### config.mk
export PLATFORM = sky130hd
export DESIGN_NAME = bin_to_seg
export DESIGN_NICKNAME = d
export VERILOG_FILES = /design/src/rtl/seg_pkg.sv /design/src/rtl/seg7_enc.sv /design/src/rtl/bin_to_seg.sv
export SDC_FILE = /design/constraint.sdc
export NUM_CORES = 1
export LEC_CHECK = 0
export ABC_AREA = 1
export BUFFER_PORTS_ARGS = -buffer_cell sky130_fd_sc_hd__clkbuf_2
export CAP_MARGIN = 5
export CORE_MARGIN = 8
export CORE_UTILIZATION = 45
export DETAILED_ROUTE_END_ITERATION = 7
export PLACE_DENSITY = 0.76
export SLEW_MARGIN = 10
export SYNTH_ARGS = -nofsm -noshare
export SYNTH_HDL_FRONTEND = slang
export SYNTH_SLANG_ARGS = --single-unit
### constraint.sdc
create_clock -name clk -period 1.6 [get_ports clk]
set_input_delay 0.16 -clock clk [delete_from_list [all_inputs] [get_ports clk]]
set_output_delay 0.16 -clock clk [all_outputs]
set_load 0.02 [all_outputs]
### src/rtl/seg_pkg.sv
// seg_pkg: shared definitions for the binary-to-7-segment display formatter.
// Holds the FSM state encoding, the hex glyph table, the blank glyph, the
// digit count and the per-nibble BCD add-3 correction used by double-dabble.
package seg_pkg;

    // Number of display digits driven by the formatter
    localparam int SEG_DIGITS = 8;

    // Width of the BCD / hex accumulator (eight nibbles)
    localparam int SEG_ACC_W = 4 * SEG_DIGITS;

    // Glyph byte for a dark digit (no segments, no decimal point)
    localparam logic [7:0] SEG_BLANK = 8'h00;

    // Formatter FSM states
    typedef enum logic [1:0] {
        ST_IDLE   = 2'd0,
        ST_SHIFT  = 2'd1,
        ST_ENCODE = 2'd2
    } seg_state_t;

    // Segment patterns, bit0 = a ... bit6 = g, indexed by nibble value 0..F
    localparam logic [15:0][6:0] SEG_GLYPHS = {
        7'h71,  // F
        7'h79,  // E
        7'h5E,  // d
        7'h39,  // C
        7'h7C,  // b
        7'h77,  // A
        7'h6F,  // 9
        7'h7F,  // 8
        7'h07,  // 7
        7'h7D,  // 6
        7'h6D,  // 5
        7'h66,  // 4
        7'h4F,  // 3
        7'h5B,  // 2
        7'h06,  // 1
        7'h3F   // 0
    };

    // Double-dabble correction for one BCD nibble: values of 5 or more get +3
    // so that the following left shift carries correctly into the next digit.
    // The add stays within the nibble; no carry leaves it.
    function automatic logic [3:0] bcd_add3(input logic [3:0] i_nib);
        logic [3:0] v_res;
        if (i_nib >= 4'd5) begin
            v_res = i_nib + 4'd3;
        end else begin
            v_res = i_nib;
        end
        return v_res;
    endfunction

    // Applies the add-3 correction independently to every accumulator nibble
    function automatic logic [SEG_ACC_W-1:0] bcd_correct(input logic [SEG_ACC_W-1:0] i_acc);
        logic [SEG_ACC_W-1:0] v_res;
        v_res = '0;
        for (int n = 0; n < SEG_DIGITS; n++) begin
            v_res[4*n +: 4] = bcd_add3(i_acc[4*n +: 4]);
        end
        return v_res;
    endfunction

endpackage

### src/rtl/seg7_enc.sv
// seg7_enc: combinational nibble to 7-segment glyph lookup.
// Output bit0 = segment a ... bit6 = segment g, active-high.
module seg7_enc
    import seg_pkg::*;
(
    input  logic [3:0] i_nib,
    output logic [6:0] o_seg
);

    // Straight table lookup; the table covers all sixteen nibble values
    always_comb begin
        o_seg = SEG_GLYPHS[i_nib];
    end

endmodule

### src/rtl/bin_to_seg.sv
// bin_to_seg: converts a DW-bit binary value into eight 7-segment glyph
// bytes (d0 = least significant digit). Decimal mode runs a bit-serial
// double-dabble conversion, one input bit per cycle; hex mode maps nibbles
// straight to glyphs. The optional macro BIN_TO_SEG_LZB_EN enables
// leading-zero blanking; without it every digit is displayed.
module bin_to_seg
    import seg_pkg::*;
#(
    parameter int DW = 16
) (
    input  logic          clk,
    input  logic          rst_n,
    input  logic          i_start,
    input  logic          i_hex,
    input  logic [DW-1:0] i_value,
    input  logic [7:0]    i_dp,
    output logic          o_busy,
    output logic          o_done,
    output logic [7:0]    o_d0,
    output logic [7:0]    o_d1,
    output logic [7:0]    o_d2,
    output logic [7:0]    o_d3,
    output logic [7:0]    o_d4,
    output logic [7:0]    o_d5,
    output logic [7:0]    o_d6,
    output logic [7:0]    o_d7
);

    // Bit counter is sized for the widest legal DW (26 -> counts 25..0)
    localparam int CW = 5;

    seg_state_t                       r_state;
    logic [SEG_ACC_W-1:0]             r_acc;
    logic [DW-1:0]                    r_shift;
    logic [CW-1:0]                    r_count;
    logic [7:0]                       r_dp;
    logic                             r_done;
    logic [SEG_DIGITS-1:0][7:0]       r_digits;

    logic [SEG_ACC_W-1:0]             w_accAdj;
    logic [SEG_DIGITS-1:0][6:0]       w_glyph;
    logic [SEG_DIGITS-1:0]            w_blank;
    logic [SEG_DIGITS-1:0][7:0]       w_digit;

    // Add-3 corrected accumulator feeding the next shift step
    always_comb begin
        w_accAdj = bcd_correct(r_acc);
    end

    // One glyph encoder per accumulator nibble
    for (genvar g = 0; g < SEG_DIGITS; g++) begin : g_enc
        seg7_enc u_enc (
            .i_nib (r_acc[4*g +: 4]),
            .o_seg (w_glyph[g])
        );
    end

`ifdef BIN_TO_SEG_LZB_EN
    // Blank zero digits from d7 downward until the first non-zero nibble; d0 always shows
    always_comb begin : p_lzb
        logic v_above;
        w_blank = '0;
        v_above = 1'b1;
        for (int i = SEG_DIGITS - 1; i >= 1; i--) begin
            w_blank[i] = v_above && (r_acc[4*i +: 4] == 4'h0);
            v_above    = w_blank[i];
        end
    end
`else
    // All digits display, leading zeros included
    always_comb begin
        w_blank = '0;
    end
`endif

    // Assemble each output byte: glyph (or dark) plus the latched decimal point
    always_comb begin
        w_digit = '0;
        for (int i = 0; i < SEG_DIGITS; i++) begin
            if (w_blank[i]) begin
                w_digit[i] = SEG_BLANK | {r_dp[i], 7'h00};
            end else begin
                w_digit[i] = {r_dp[i], w_glyph[i]};
            end
        end
    end

    // Conversion FSM: accept in IDLE, shift one bit per cycle, then register all digits at once
    always_ff @(posedge clk or negedge rst_n) begin
        if (!rst_n) begin
            r_state  <= ST_IDLE;
            r_acc    <= '0;
            r_shift  <= '0;
            r_count  <= '0;
            r_dp     <= '0;
            r_done   <= 1'b0;
            r_digits <= {SEG_DIGITS{SEG_BLANK}};
        end else begin
            r_done <= 1'b0;
            case (r_state)
                ST_IDLE: begin
                    if (i_start) begin
                        r_dp <= i_dp;
                        if (i_hex) begin
                            r_acc   <= SEG_ACC_W'(i_value);
                            r_state <= ST_ENCODE;
                        end else begin
                            r_acc   <= '0;
                            r_shift <= i_value;
                            r_count <= CW'(DW - 1);
                            r_state <= ST_SHIFT;
                        end
                    end
                end
                ST_SHIFT: begin
                    r_acc   <= {w_accAdj[SEG_ACC_W-2:0], r_shift[DW-1]};
                    r_shift <= r_shift << 1;
                    if (r_count == '0) begin
                        r_state <= ST_ENCODE;
                    end else begin
                        r_count <= r_count - 1'b1;
                    end
                end
                ST_ENCODE: begin
                    r_digits <= w_digit;
                    r_done   <= 1'b1;
                    r_state  <= ST_IDLE;
                end
                default: begin
                    r_state <= ST_IDLE;
                end
            endcase
        end
    end

    assign o_busy = (r_state != ST_IDLE);
    assign o_done = r_done;
    assign o_d0   = r_digits[0];
    assign o_d1   = r_digits[1];
    assign o_d2   = r_digits[2];
    assign o_d3   = r_digits[3];
    assign o_d4   = r_digits[4];
    assign o_d5   = r_digits[5];
    assign o_d6   = r_digits[6];
    assign o_d7   = r_digits[7];

endmodule

## Word level (Yosys, flattened, before mapping)

Memory sizes are Yosys's and may differ from the RTL's. A register that Yosys moved wholly into a read port is not among the register bits.
Cells that the tools add are included.

| operators by class | value |
|---|---|
| equality and inequality tests | 6 |
| magnitude comparators | 16 |
| multiplexer cells | 31 |
| $add $sub $neg | 9 |
| reductions and logical operators | 17 |

Operators with widths:

| kind | number |
|---|---|
| 32-bit one-hot mux with 2 select lines | 1 |
| 7-bit 2-to-1 mux | 8 |
| 16-bit 2-to-1 mux | 3 |
| 4-bit by 5-bit < comparator with 1-bit output, second input constant | 8 |
| 4-bit by 3-bit >= comparator with 1-bit output, second input constant | 8 |
| 32-bit 2-to-1 mux | 1 |
| 16-bit one-hot mux with 2 select lines | 1 |
| 4-bit by 2-bit adder with 4-bit output, second input constant | 7 |
| 4-bit 2-to-1 mux | 7 |
| 5-bit 2-to-1 mux | 3 |
| 5-bit one-hot mux with 2 select lines | 1 |
| 1-bit logical NOT | 8 |
| 2-bit != test, second input constant | 4 |
| 2-bit 2-to-1 mux | 3 |
| 2-bit AND reduction | 3 |
| 5-bit logical NOT | 1 |
| 5-bit by 1-bit subtractor with 5-bit output, second input constant | 1 |
| 2-bit one-hot mux with 2 select lines | 1 |
| 4-bit AND reduction | 1 |
| 2-bit nonzero test | 2 |
| 3-bit by 2-bit adder with 3-bit output, second input constant | 1 |
| 3-bit 2-to-1 mux | 1 |
| 3-bit AND reduction | 1 |
| 2-bit by 1-bit equality test with 1-bit output, second input constant | 1 |
| 3 further kinds | 3 |

| storage, ports and cells | value |
|---|---|
| logic and storage cells | 101 |
| flip-flop bits (word level) | 128 |
| output and inout bits | 66 |
| bits of input ports | 28 |
| memories kept | 8 |
| bits in read-only memories | 896 |

Memory list:

| name | words | width | rd ports | clocked after memory_dff | wr ports | line | source |
|---|---|---|---|---|---|---|---|
| (name not given) | 16 | 7 | 1 | 1 | 0 | seg7_enc.sv:12 | `o_seg = SEG_GLYPHS[i_nib];` |
| (name not given) | 16 | 7 | 1 | 1 | 0 | seg7_enc.sv:12 |  |
| (name not given) | 16 | 7 | 1 | 1 | 0 | seg7_enc.sv:12 |  |
| (name not given) | 16 | 7 | 1 | 1 | 0 | seg7_enc.sv:12 |  |
| (name not given) | 16 | 7 | 1 | 1 | 0 | seg7_enc.sv:12 |  |
| (name not given) | 16 | 7 | 1 | 1 | 0 | seg7_enc.sv:12 |  |
| +2 memories | - | - | - | - | - | - |  |

## Longest topological paths before layout

Gate-level depths: netlist (run 1).

| depth | value |
|---|---|
| depth after elaboration | 3 |
| mapped depth | 10 |
| depth with buffers taken out | 10 |

## By module

Synthesis (run 1) repeated with hierarchy kept, for this count alone.

| unflattened totals | value |
|---|---|
| cells, all modules | 1,170 |
| area, all modules | 8,135.3 µm² |

By module, submodules not included:

| module | area an instance (µm²) | times used | cells an instance |
|---|---|---|---|
| bin_to_seg | 5,973.2 | 1 | 754 |
| seg7_enc | 270.3 | 8 | 52 |

## Worst setup path after synthesis (run 1)

No wires, ideal clock.

| timing | value |
|---|---|
| kind | flip-flop to flip-flop |
| start | reg r_count[0] |
| end | reg r_count[2] |
| arrival time | 1.266 ns |
| path slack | 0.207 ns |
| cell stages (with the launch flop) | 8 |
| buffers on the path | 0 |
| cell sequence | dfrtp_1 inv_1 ha_1 nand3_1 o21ai_0 nand2_1 nand2_1 o21ai_0 |

| between the ends | value |
|---|---|
| longest elaborated chain between the ends | 3 |

RTL lines:

| item | line | source |
|---|---|---|
| start: declaration | bin_to_seg.sv:35 | `logic [CW-1:0] r_count;` |
| start signal: assignment | bin_to_seg.sv:110 | `r_count <= CW'(DW - 1);` |
| start signal: assignment | bin_to_seg.sv:121 | `r_count <= r_count - 1'b1;` |
| 5-bit by 1-bit subtractor with 5-bit output or 5-bit logical NOT (tied branches) | bin_to_seg.sv:121, bin_to_seg.sv:118 |  |
| 5-bit 2-to-1 mux or 2-bit != test (tied branches) | - |  |
| 5-bit one-hot mux with 2 select lines or 4-bit AND reduction (tied branches) | - |  |

Several ways; a longest one is shown, not always the timed one. The select of a mux whose other input is x is not followed.
A chain may end at the register's enable or synchronous reset.

## Worst setup path in the final report (run 1)

| timing | value |
|---|---|
| start | reg r_state[0] |
| end | reg r_digits, in the netlist o_d5[4] |

| between the ends | value |
|---|---|
| longest elaborated chain between the ends | 1 |

RTL lines:

| item | line | source |
|---|---|---|
| start: declaration | bin_to_seg.sv:32 | `seg_state_t r_state;` |
| start signal: assignment | bin_to_seg.sv:91 | `r_state <= ST_IDLE;` |
| start signal: assignment | bin_to_seg.sv:106 | `r_state <= ST_ENCODE;` |
| start signal: assignment | bin_to_seg.sv:111 | `r_state <= ST_SHIFT;` |
| 2-bit equality test | bin_to_seg.sv:100 | `case (r_state)` |
| end: declaration | bin_to_seg.sv:38 | `logic [SEG_DIGITS-1:0][7:0] r_digits;` |

Every way passes these cells.

==> run_results.csv, run 1 <==
group,metric,value,unit
clocking,cts_tree,"done",
placed_design,place_ws,-0.2047,ns
timing,period_share,94.01,%
global_routing,grt_first_pass_wirelength,30.88,mm
yosys,syn-num-nets,1034,
timing,min_period,1.504,ns
global_routing,overflow,0,
global_routing,grt_max_degree,72,
final_layout,nFillCells,1422,
routing,dr.pass1.iters,5,
yosys,syn-cell-area,7351,um^2
floorplan,chipWidth,143.8,um
clocking,clock_sinks,128,
global_routing,antenna_found_initial,0,
pwr,power_switching,8880,uW
clocking,h-tree-depth,4,
routing,drc,0,
worst_setup_path,cp_max_fo,71,
routing,vias,6807,
floorplan,start_util,46.11,%
routing,route.layer.met1.wl,8.357,mm
worst_setup_path,required,1.95,ns
final_layout,synthToLayoutAreaGrowth,23.71,%
final_layout,n_antenna_cell,0,
pwr,peakVddDrop,1.084,mV
timing,finalHoldViolCount,0,
clocking,numCtsBuffers,17,
final_layout,nNetsFinal,1157,
clocking,clk_latency,0.42,ns
final_layout,stdcell_area,9094,um^2
worst_setup_path,reg2regPathDepth,7,
worst_setup_path,cp-end-kind,"register",
routing,antenna_left,0,
floorplan,ioPinCount,94,
global_routing,first_global_vias,6410,
yosys,synth.distinct_cells,27,
worst_setup_path,start_kind,"register",
pwr,power_frac_seq,29.7,%
timing,rsz0062_at_grt,"true",
worst_setup_path,r2r_start,"r_state[0]$_DFFE_PN0P_",
timing,finalSetupViolations,0,
pwr,p_int,10920,uW
pwr,p_comb_share,50.3,%
worst_setup_path,worstPathArrival,1.86,ns
timing,fin_ws,0.09589,ns
pwr,power.density,2178,nW/um^2
routing,wl_met2,8.655,mm
timing,fin_hold_ws,0.02128,ns
yosys,synth_top_area_share,43.57,%
final_layout,drive_gt1_share,18.09,%
timing,fin_skew,0.008149,ns
pwr,power.share.switching,44.84,%
yosys,synth_seq_cells,128,
timing,worstMarginPinSlew,0.6148,ns
timing,clock.fmax,0.6648,GHz
floorplan,fp.dieArea,20680,um^2
routing,drt-total-wl,18.50,mm
floorplan,core,15940,um^2
pwr,p_total,19800,uW
yosys,ys_warn_count,0,
worst_setup_path,path_class,"register to register",
timing,finalMaxSlewViolations,0,
placed_design,gp_congestion,0.8863,
final_layout,seq_area,3207,um^2
yosys,postSynthAreaPerCell,7.787,um^2
routing,initialDrtViolationCount,533,
clocking,cts_root_buffer,"clkbuf_16",
yosys,synth.area.top_cells,"dfrtp_1 44%, nand2_1 11%, ha_1 11%",
final_layout,multi_input_area,3690,um^2
worst_setup_path,startpoint,"r_state[0]$_DFFE_PN0P_",
routing,routed-wl-met3,1.207,mm
flow_run,max_cap_violations,0,
min_path,holdCritStartpoint,"i_value[9]",
clocking,max-clock-path-buffers,2,
routing,wl_per_cell,14.29,um
pwr,power_leakage,0.004497,uW
global_routing,gr-usage-all-layers,18.43,%
yosys,synthCells,944,
min_path,hold_depth,3,
placed_design,dp_hpwl,13.25,mm
min_path,hp-class,"input pin to register",
yosys,ys_seq_area_share,43.57,%
timing,relSlewSlack,58.92,%
clocking,cts.clk_slew.worst_paths,0.06,ns
placed_design,placed_area,8290,um^2
floorplan,die_y,143.8,um
placed_design,port_buffers,93,
routing,viasPerCell,5.260,
routing,top_layer,"met4",
status,status,"finished clean",
yosys,synth_top_cell_by_area,"dfrtp_1",
worst_setup_path,rrSetupSlack,0.1,ns
pwr,clkPwrFrac,20.0,%
floorplan,row_count,46,
## placed cells by master, fill, tap and decap left out, types with 38 or more instances in the layout
| master | n |
|---|---|
| o21ai_0 | 88 |
| nor2_1 | 101 |
| clkbuf_2 | 92 |
| dfrtp_1 | 125 |
| nand3_1 | 46 |
| a31oi_1 | 38 |
| buf_4 | 41 |
| nand2_1 | 221 |
| inv_1 | 74 |
| ha_1 | 58 |
| a21oi_1 | 70 |
## cells in the mapped netlist
library cell	instances
a211oi_1	1
a21boi_0	7
a21oi_1	71
a22o_1	6
a22oi_1	1
a31oi_1	38
a41oi_1	2
buf_2	19
clkbuf_1	28
clkinv_1	1
dfrtp_1	128
ha_1	62
inv_1	78
inv_2	3
nand2_1	225
nand3_1	48
nand4_1	3
nor2_1	102
nor2_2	1
nor3_1	6
o211ai_1	2
o21ai_0	90
o21ai_1	2
o221ai_1	3
o22ai_1	13
o31ai_1	2
or2_2	2
## final cells by class
class / instances / share of cell area (%)
tap: 216 / 2.972
clock buffer: 19 / 4.761
sequential: 128 / 35.26
inverter: 82 / 3.412
multi-input combinational: 687 / 40.58
clock inverter: 11 / 1.816
timing repair buffer: 151 / 11.20
## stage by stage
stage          util [%]  setup TNS, ns  instances
3_3_place_gp      52.00        -0.9539       1248
6_report          57.04              0       1294
2_1_floorplan         -              0        944
5_1_grt           57.04       -0.06524       1294
4_1_cts           56.41              0       1288
3_5_place_dp      52.00         -2.629       1248
## repair_timing
item,CTS,global route
hold endpoints to repair,35,0
hold buffers,10,0
buffers inserted,0,6
gates resized for setup,1,26
setup endpoints to repair,16,37
## kinds of logic (layout without fill, tap and decap cells)
group,Yosys count,after routing,share of synthesized area (%)
AO/OA/AOI/OAI,238,238,18.08
adder cells (fa/ha/maj),62,62,10.55
buffers and inverters,129,263,6.911
flip-flops,128,128,43.57
AND/OR/NAND/NOR,387,387,20.89
## power by group through the flow
stage / clock network [uW] / registers, uW / logic (uW)
2_1_floorplan: 0 / 6500 / 5910
3_3_place_gp: 0 / 5870 / 9410
3_5_place_dp: 0 / 5900 / 9640
4_1_cts: 4040 / 5860 / 9740
5_1_grt: 4170 / 6100 / 11300
6_report: 3950 / 5880 / 9970
## registers in the layout (all words and copies together), names as in the netlist, 5 cells and up
signal / count
o_d2: 8
r_acc: 32
o_d4: 8
r_shift: 16
o_d6: 8
o_d1: 8
r_dp: 8
o_d7: 8
o_d0: 8
r_count: 5
o_d3: 8
o_d5: 8
## routing by layer
metal | GRT usage [%] | vias to the layer above
li1 | - | 3381
met5 | 0 | -
met2 | 30.04 | 225
met3 | 3.451 | 22
met1 | 24.15 | 3179
met4 | 6.143 | 0
## worst paths after layout
check | endpoint
setup / recovery | o_d5[4]$_DFFE_PN0P_
hold / removal | r_shift[9]$_DFFE_PN0P_
setup reg to reg | o_d5[4]$_DFFE_PN0P_
hold reg to reg | r_count[0]$_DFFE_PN0P_
max in group asynchronous | o_d5[4]$_DFFE_PN0P_
min in group asynchronous | o_d3[4]$_DFFE_PN0P_
## critical path: stages (launching register included)
cell and delay, ns:
dfrtp_1 0.40, buf_4 0.16, nor2_4 0.21, inv_2 0.08, buf_12 0.22, a21oi_1 0.18, o31ai_1 0.10, nand2_1 0.07
Note: power is estimated with default switching activity, not from simulation.
==> inputs of run 2 (changes only) <==
--- a/config.mk
+++ b/config.mk
@@ -12,6 +12,7 @@
 export CORE_UTILIZATION = 45
 export DETAILED_ROUTE_END_ITERATION = 7
 export PLACE_DENSITY = 0.76
+export SETUP_SLACK_MARGIN = 0.2
 export SLEW_MARGIN = 10
 export SYNTH_ARGS = -nofsm -noshare
 export SYNTH_HDL_FRONTEND = slang
==> run 2 against run 1 <==
  * Critical path depth rose by 1
  * Clock power grew 2%
  * Register-to-register slack better by 0.03 ns
  * Core utilization grew 7.9 points
  * Critical path type unchanged
  * Die area is the same
  * First-iteration DRC count rose by 47%
  * Clock-buffer cell count did not move
  * Clock skew is 0.0013 ns higher
  * Worst setup slack improved by 0.030 ns
  * Combinational power up 31%
  * Non-clock buffer count is 54 higher
  * Worst hold slack got worse by 0.0042 ns
==> run_results.csv, run 2 (same netlist as run 1, synthesis figures left out) <==
group,metric,value,unit
status,status,"finished clean",
final_layout,instances_no_fill,1349,
floorplan,fp.dieArea,20680,um^2
placed_design,placedCellCount,1248,
worst_setup_path,cp-end-kind,"register",
final_layout,final_common_cell,"nand2_1",
routing,drc,0,
placed_design,place_ws,-0.2047,ns
floorplan,chipWidth,143.8,um
timing,worstMarginPinSlew,0.4541,ns
timing,finalMaxSlewViolations,0,
routing,wl_per_cell,17.02,um
worst_setup_path,path_class,"register to register",
pwr,p_comb_share,56.6,%
clocking,cts_tree,"done",
flow_run,max_cap_violations,0,
floorplan,row_count,46,
floorplan,start_util,46.11,%
global_routing,overflow,0,
pwr,power_leakage,0.004918,uW
final_layout,n_antenna_cell,0,
timing,rsz0062_at_grt,"true",
final_layout,largest_reg_flops,32,
timing,period_share,92.16,%
floorplan,ioPinCount,94,
min_path,hp-class,"input pin to register",
routing,dr.pass1.iters,5,
final_layout,nNetsFinal,1212,
clocking,clock_sinks,128,
pwr,power.density,2239,nW/um^2
global_routing,first_global_vias,6547,
clocking,cts_root_buffer,"clkbuf_16",
placed_design,dp_hpwl,13.25,mm
clocking,max-clock-path-buffers,2,
final_layout,drive_gt1_share,31.86,%
timing,relSlewSlack,69.73,%
final_layout,postLayoutCoreUtil,64.93,%
final_layout,top_regs,"r_acc x32, r_shift x16",
final_layout,synthToLayoutAreaGrowth,40.83,%
global_routing,grt_max_degree,43,
timing,fin_hold_ws,0.01705,ns
clocking,h-tree-depth,4,
floorplan,core,15940,um^2
routing,antenna_left,0,
worst_setup_path,start_kind,"register",
timing,finalSetupViolations,0,
pwr,clkPwrFrac,17.3,%
pwr,peakVddDrop,1.099,mV
worst_setup_path,cp_max_fo,6,
pwr,power_switching,10520,uW
routing,vias,7458,
global_routing,grt_first_pass_wirelength,32.53,mm
global_routing,gr-usage-all-layers,19.63,%
routing,initialDrtViolationCount,781,
global_routing,antenna_found_initial,0,
floorplan,die_y,143.8,um
final_layout,nFillCells,1218,
placed_design,gp_congestion,0.8863,
clocking,numCtsBuffers,17,
routing,drt-total-wl,22.96,mm
timing,clock.fmax,0.6782,GHz
placed_design,port_buffers,93,
final_layout,layout_common_cells,"201 x nand2_1, 115 x dfrtp_1, 91 x clkbuf_2",
clocking,clk_latency,0.43,ns
timing,min_period,1.474,ns
pwr,power_frac_seq,26.1,%
pwr,p_int,12660,uW
routing,viasPerCell,5.529,
worst_setup_path,required,1.94,ns
timing,finalHoldViolCount,0,
timing,fin_skew,0.009403,ns
timing,fin_ws,0.1255,ns
final_layout,top_register,"r_acc",
clocking,cts.clk_slew.worst_paths,0.06,ns
worst_setup_path,worstPathArrival,1.82,ns
pwr,power.share.switching,45.37,%
[run 2: cell types whose count changed in the layout (fill, tap and decap cells not counted), moves of 11 or more]
cell,previous run,this run
a21oi_1,70,59
a21oi_2,1,12
buf_4,41,65
ha_1,58,47
inv_1,74,56
inv_2,6,21
nand2_1,221,201
nand2_2,4,17
nor2_1,101,85
nor2_2,0,12
o21ai_0,88,60
o21ai_1,3,22
[run 2: final timing paths]
path / cells after the start / from / end / slack [ns]
max reg2reg: 8 / r_state[0]$_DFFE_PN0P_ / o_d5[1]$_DFFE_PN0P_ / 0.13
min: 3 / i_value[6] / r_shift[6]$_DFFE_PN0P_ / 0.02
min reg2reg: 2 / o_d5[4]$_DFFE_PN0P_ / o_d5[4]$_DFFE_PN0P_ / 0.48
max in group asynchronous: 3 / rst_n / r_acc[24]$_DFFE_PN0P_ / 0.77
max: 8 / r_state[0]$_DFFE_PN0P_ / o_d5[1]$_DFFE_PN0P_ / 0.13
min in group asynchronous: 2 / rst_n / r_shift[12]$_DFFE_PN0P_ / 0.23
[run 2: what timing repair did]
action                                  CTS  global route
resized for setup                        39           185
hold buffers                             10             0
endpoints found under the hold margin    35             0
pin swaps                                 1            39
endpoints found under the setup margin   80           117
buffers inserted                         16            34
gates cloned                              4             7
[run 2: cell type report]
| type | instances | area (um^2) | share of cell area (%) |
|---|---|---|---|
| Multi-Input combinational cell | 688 | 4190 | 40.48 |
| Inverter | 82 | 327.8 | 3.167 |
| Clock buffer | 19 | 432.9 | 4.182 |
| Clock inverter | 11 | 165.2 | 1.595 |
| Tap cell | 216 | 270.3 | 2.611 |
| Sequential cell | 128 | 3219 | 31.10 |
| Timing Repair Buffer | 205 | 1747 | 16.87 |
[run 2: through the flow]
step           cell area, um^2  TNS [ns]  total power (uW)
6_report                 10350         0             23180
5_1_grt                  10350         0             24710
4_1_cts                   9308         0             20380
3_5_place_dp              8290    -2.629             15550
3_3_place_gp              8290   -0.9539             15280
2_1_floorplan             7351         0             12410
[run 2: power by group through the flow]
stage / combinational, uW / sequential [uW] / clock [uW]
after global placement: 9410 / 5870 / 0
final: 13100 / 6060 / 4010
after global routing: 14300 / 6240 / 4170
after CTS: 10500 / 5850 / 4040
after floorplan: 5910 / 6500 / 0
after detailed placement: 9640 / 5900 / 0
[run 2: per-layer routing]
metal | up-vias | share of wire [%] | GRT usage [%]
met5 | - | 0 | 0
met3 | 53 | 6.5 | 3.351
li1 | 3511 | - | -
met4 | 0 | 2.4 | 6.253
met2 | 302 | 49 | 32.51
met1 | 3592 | 42 | 25.61
[run 2: worst max-delay path, cell delays in order, from the launching register on]
cell     delay, ns
dfrtp_2       0.43
buf_6         0.15
nor2_4        0.17
buf_12        0.17
buf_12        0.13
buf_12        0.10
buf_6         0.08
nor2_2        0.02
a31oi_1       0.14
==> inputs of run 3 (changes only) <==
--- a/config.mk
+++ b/config.mk
@@ -8,9 +8,10 @@
 export ABC_AREA = 1
 export BUFFER_PORTS_ARGS = -buffer_cell sky130_fd_sc_hd__clkbuf_2
 export CAP_MARGIN = 5
-export CORE_MARGIN = 8
+export CORE_MARGIN = 2
 export CORE_UTILIZATION = 45
 export DETAILED_ROUTE_END_ITERATION = 7
+export MAX_ROUTING_LAYER = met4
 export PLACE_DENSITY = 0.76
 export SETUP_SLACK_MARGIN = 0.2
 export SLEW_MARGIN = 10
==> run 3 against run 2 <==
  * Power is 1.8% lower
  * Clock-buffer cell count is 3 higher
  * Cell area is 0.93% lower
  * Sequential share of layout area is 0.23 points higher
  * Clock skew is 0.0024 ns lower
  * Worst setup slack better by 0.0056 ns
  * Sequential cell count stayed put
  * Via count is 1.6% lower
  * Non-clock buffer count is 1 lower
  * Critical endpoint is now r_acc[18]$_DFFE_PN0P_
  * Largest power group unchanged
  * Highest routed layer unchanged
==> run_results.csv, run 3 (same netlist as run 1, synthesis figures left out) <==
group,metric,value,unit
flow_run,max_cap_violations,0,
worst_setup_path,slowest_stage,"dfrtp_1",
clocking,clk_latency,0.43,ns
min_path,hold_depth,3,
clocking,clock_sinks,128,
final_layout,stdcell_area,10260,um^2
worst_setup_path,worst_path_largest_cell_delay,0.40,ns
global_routing,antenna_found_initial,0,
pwr,peakVddDrop,1.153,mV
final_layout,nNetsFinal,1213,
placed_design,gp_congestion,0.9082,
worst_setup_path,reg2regPathDepth,6,
clocking,max-clock-path-buffers,2,
timing,min_period,1.469,ns
routing,initialDrtViolationCount,620,
floorplan,start_util,46.11,%
floorplan,die_y,131.8,um
global_routing,grt_max_degree,95,
worst_setup_path,r2r_end,"r_acc[18]$_DFFE_PN0P_",
floorplan,chipWidth,131.8,um
final_layout,instances_no_fill,1351,
routing,drc,0,
worst_setup_path,path_class,"register to register",
worst_setup_path,cp_num_buf_inv,4,
worst_setup_path,cp_max_fo,11,
timing,finalSetupViolations,0,
worst_setup_path,cp_top_family,"buffers and inverters",
timing,finalHoldViolCount,0,
routing,dr.pass1.iters,5,
timing,period_share,91.81,%
final_layout,largest_reg_flops,32,
final_layout,top_regs,"r_acc x32, r_shift x16",
placed_design,dp_hpwl,12.42,mm
routing,drt-total-wl,21.76,mm
routing,antenna_left,0,
floorplan,row_count,46,
timing,rsz0062_at_grt,"true",
clocking,numCtsBuffers,17,
floorplan,core,15940,um^2
routing,wl_per_cell,16.10,um
global_routing,grt_first_pass_wirelength,31.01,mm
clocking,cts_root_buffer,"clkbuf_16",
worst_setup_path,worstPathArrival,1.81,ns
worst_setup_path,rrSetupSlack,0.13,ns
min_path,worstHoldEndpoint,"r_shift[7]$_DFFE_PN0P_",
final_layout,final_common_cell,"nand2_1",
routing,vias,7336,
floorplan,ioPinCount,94,
min_path,holdCritStartpoint,"i_value[7]",
clocking,cts.clk_slew.worst_paths,0.06,ns
worst_setup_path,r2r_start,"r_state[0]$_DFFE_PN0P_",
final_layout,top_register,"r_acc",
routing,viasPerCell,5.430,
final_layout,n_antenna_cell,0,
clocking,h-tree-depth,4,
timing,clock.fmax,0.6808,GHz
timing,fin_skew,0.007001,ns
worst_setup_path,worstPathCellList,"buf_6 > o21ai_4 > buf_6 > clkinvlp_4 > buf_8 > o22ai_1",
timing,worstMarginPinSlew,0.5218,ns
final_layout,drive_gt1_share,29.87,%
floorplan,fp.dieArea,17370,um^2
timing,finalMaxSlewViolations,0,
status,status,"finished clean",
clocking,cts_tree,"done",
global_routing,overflow,0,
worst_setup_path,cp_common_cell,"buf_6",
placed_design,port_buffers,93,
min_path,hp-class,"input pin to register",
timing,fin_hold_ws,0.005727,ns
global_routing,first_global_vias,6431,
timing,relSlewSlack,65.21,%
final_layout,nFillCells,1293,
global_routing,gr-usage-all-layers,22.25,%
worst_setup_path,start_kind,"register",
pwr,power.density,2218,nW/um^2
placed_design,placedCellCount,1245,
worst_setup_path,required,1.94,ns
worst_setup_path,cp-end-kind,"register",
final_layout,layout_common_cells,"210 x nand2_1, 120 x dfrtp_1, 91 x clkbuf_2",
pwr,power_leakage,0.004909,uW
placed_design,placed_area,8268,um^2
final_layout,synthToLayoutAreaGrowth,39.52,%
==> run 3: cell types whose count changed in the layout (fill, tap and decap cells not counted), moves of 5 or more <==
cell	before	now
nand2_1	201	210
buf_4	65	59
dfrtp_1	115	120
dfrtp_2	13	8
dlygate4sd3_1	10	15
==> run 3: area by class of cell <==
class,count,area [um^2],area share (%)
inverters,82,341.6,3.330
repair buffers,204,1729,16.86
clock buffers,22,464.2,4.526
well taps,216,270.3,2.635
flip-flops and latches,128,3213,31.33
repair inverters,2,10.01,0.09760
clock inverters,9,180.2,1.757
multi-input cells,688,4048,39.47
==> run 3: what timing repair did <==
action                                  CTS  global route
setup buffers                            13            32
resized for setup                        43           148
endpoints found under the setup margin   68           102
hold endpoints to repair                142             0
cloned                                    0            15
pin swaps                                 2            27
hold buffers                             15             0
==> run 3: report_power, final <==
group	internal, uW	switching, uW	leakage (uW)
logic	5020	7390	0.00311
registers	4730	1310	0.00149
clock network	2840	1460	0.000311
total	12600	10200	0.00491
==> run 3: stage by stage <==
stage	power (uW)	setup WS (ns)	setup TNS, ns	utilization (%)
after floorplan	12410	0.2068	0	-
after global placement	15250	-0.06548	-0.9251	51.86
after detailed placement	15490	-0.1590	-1.866	51.86
after CTS	20340	0.1631	0	58.15
after global routing	24350	0.09194	0	64.33
final	22750	0.1311	0	64.33
==> run 3: worst min-delay path, delay by kind of cell <==
family | cells | cell delay (ns)
buf+inv | 1 | 0.08
compound gates | 1 | 0.08
simple gates | 1 | 0.07
==> run 3: how the worst max path moves through the flow <==
stage                                 from                     end  slack, ns  cells after the start
floorplan           r_count[0]$_DFFE_PN0P_  r_count[2]$_DFFE_PN0P_       0.21                      7
global placement    r_state[0]$_DFFE_PN0P_  r_shift[5]$_DFFE_PN0P_      -0.07                      4
detailed placement  r_state[0]$_DFFE_PN0P_  r_shift[3]$_DFFE_PN0P_      -0.16                      4
CTS                 r_state[0]$_DFFE_PN0P_  r_shift[3]$_DFFE_PN0P_       0.16                      5
global route        r_state[0]$_DFFE_PN0P_   r_acc[18]$_DFFE_PN0P_       0.09                      6
finish              r_state[0]$_DFFE_PN0P_   r_acc[18]$_DFFE_PN0P_       0.13                      6
==> run 3: per-layer routing <==
metal  up-vias  wire, um  global-route usage [%]
met3        35      1005                   3.845
met4         0       393                   6.159
met5         -         0                       -
li1       3516         -                       -
met1      3544      9636                   29.74
met2       241     10720                   35.11
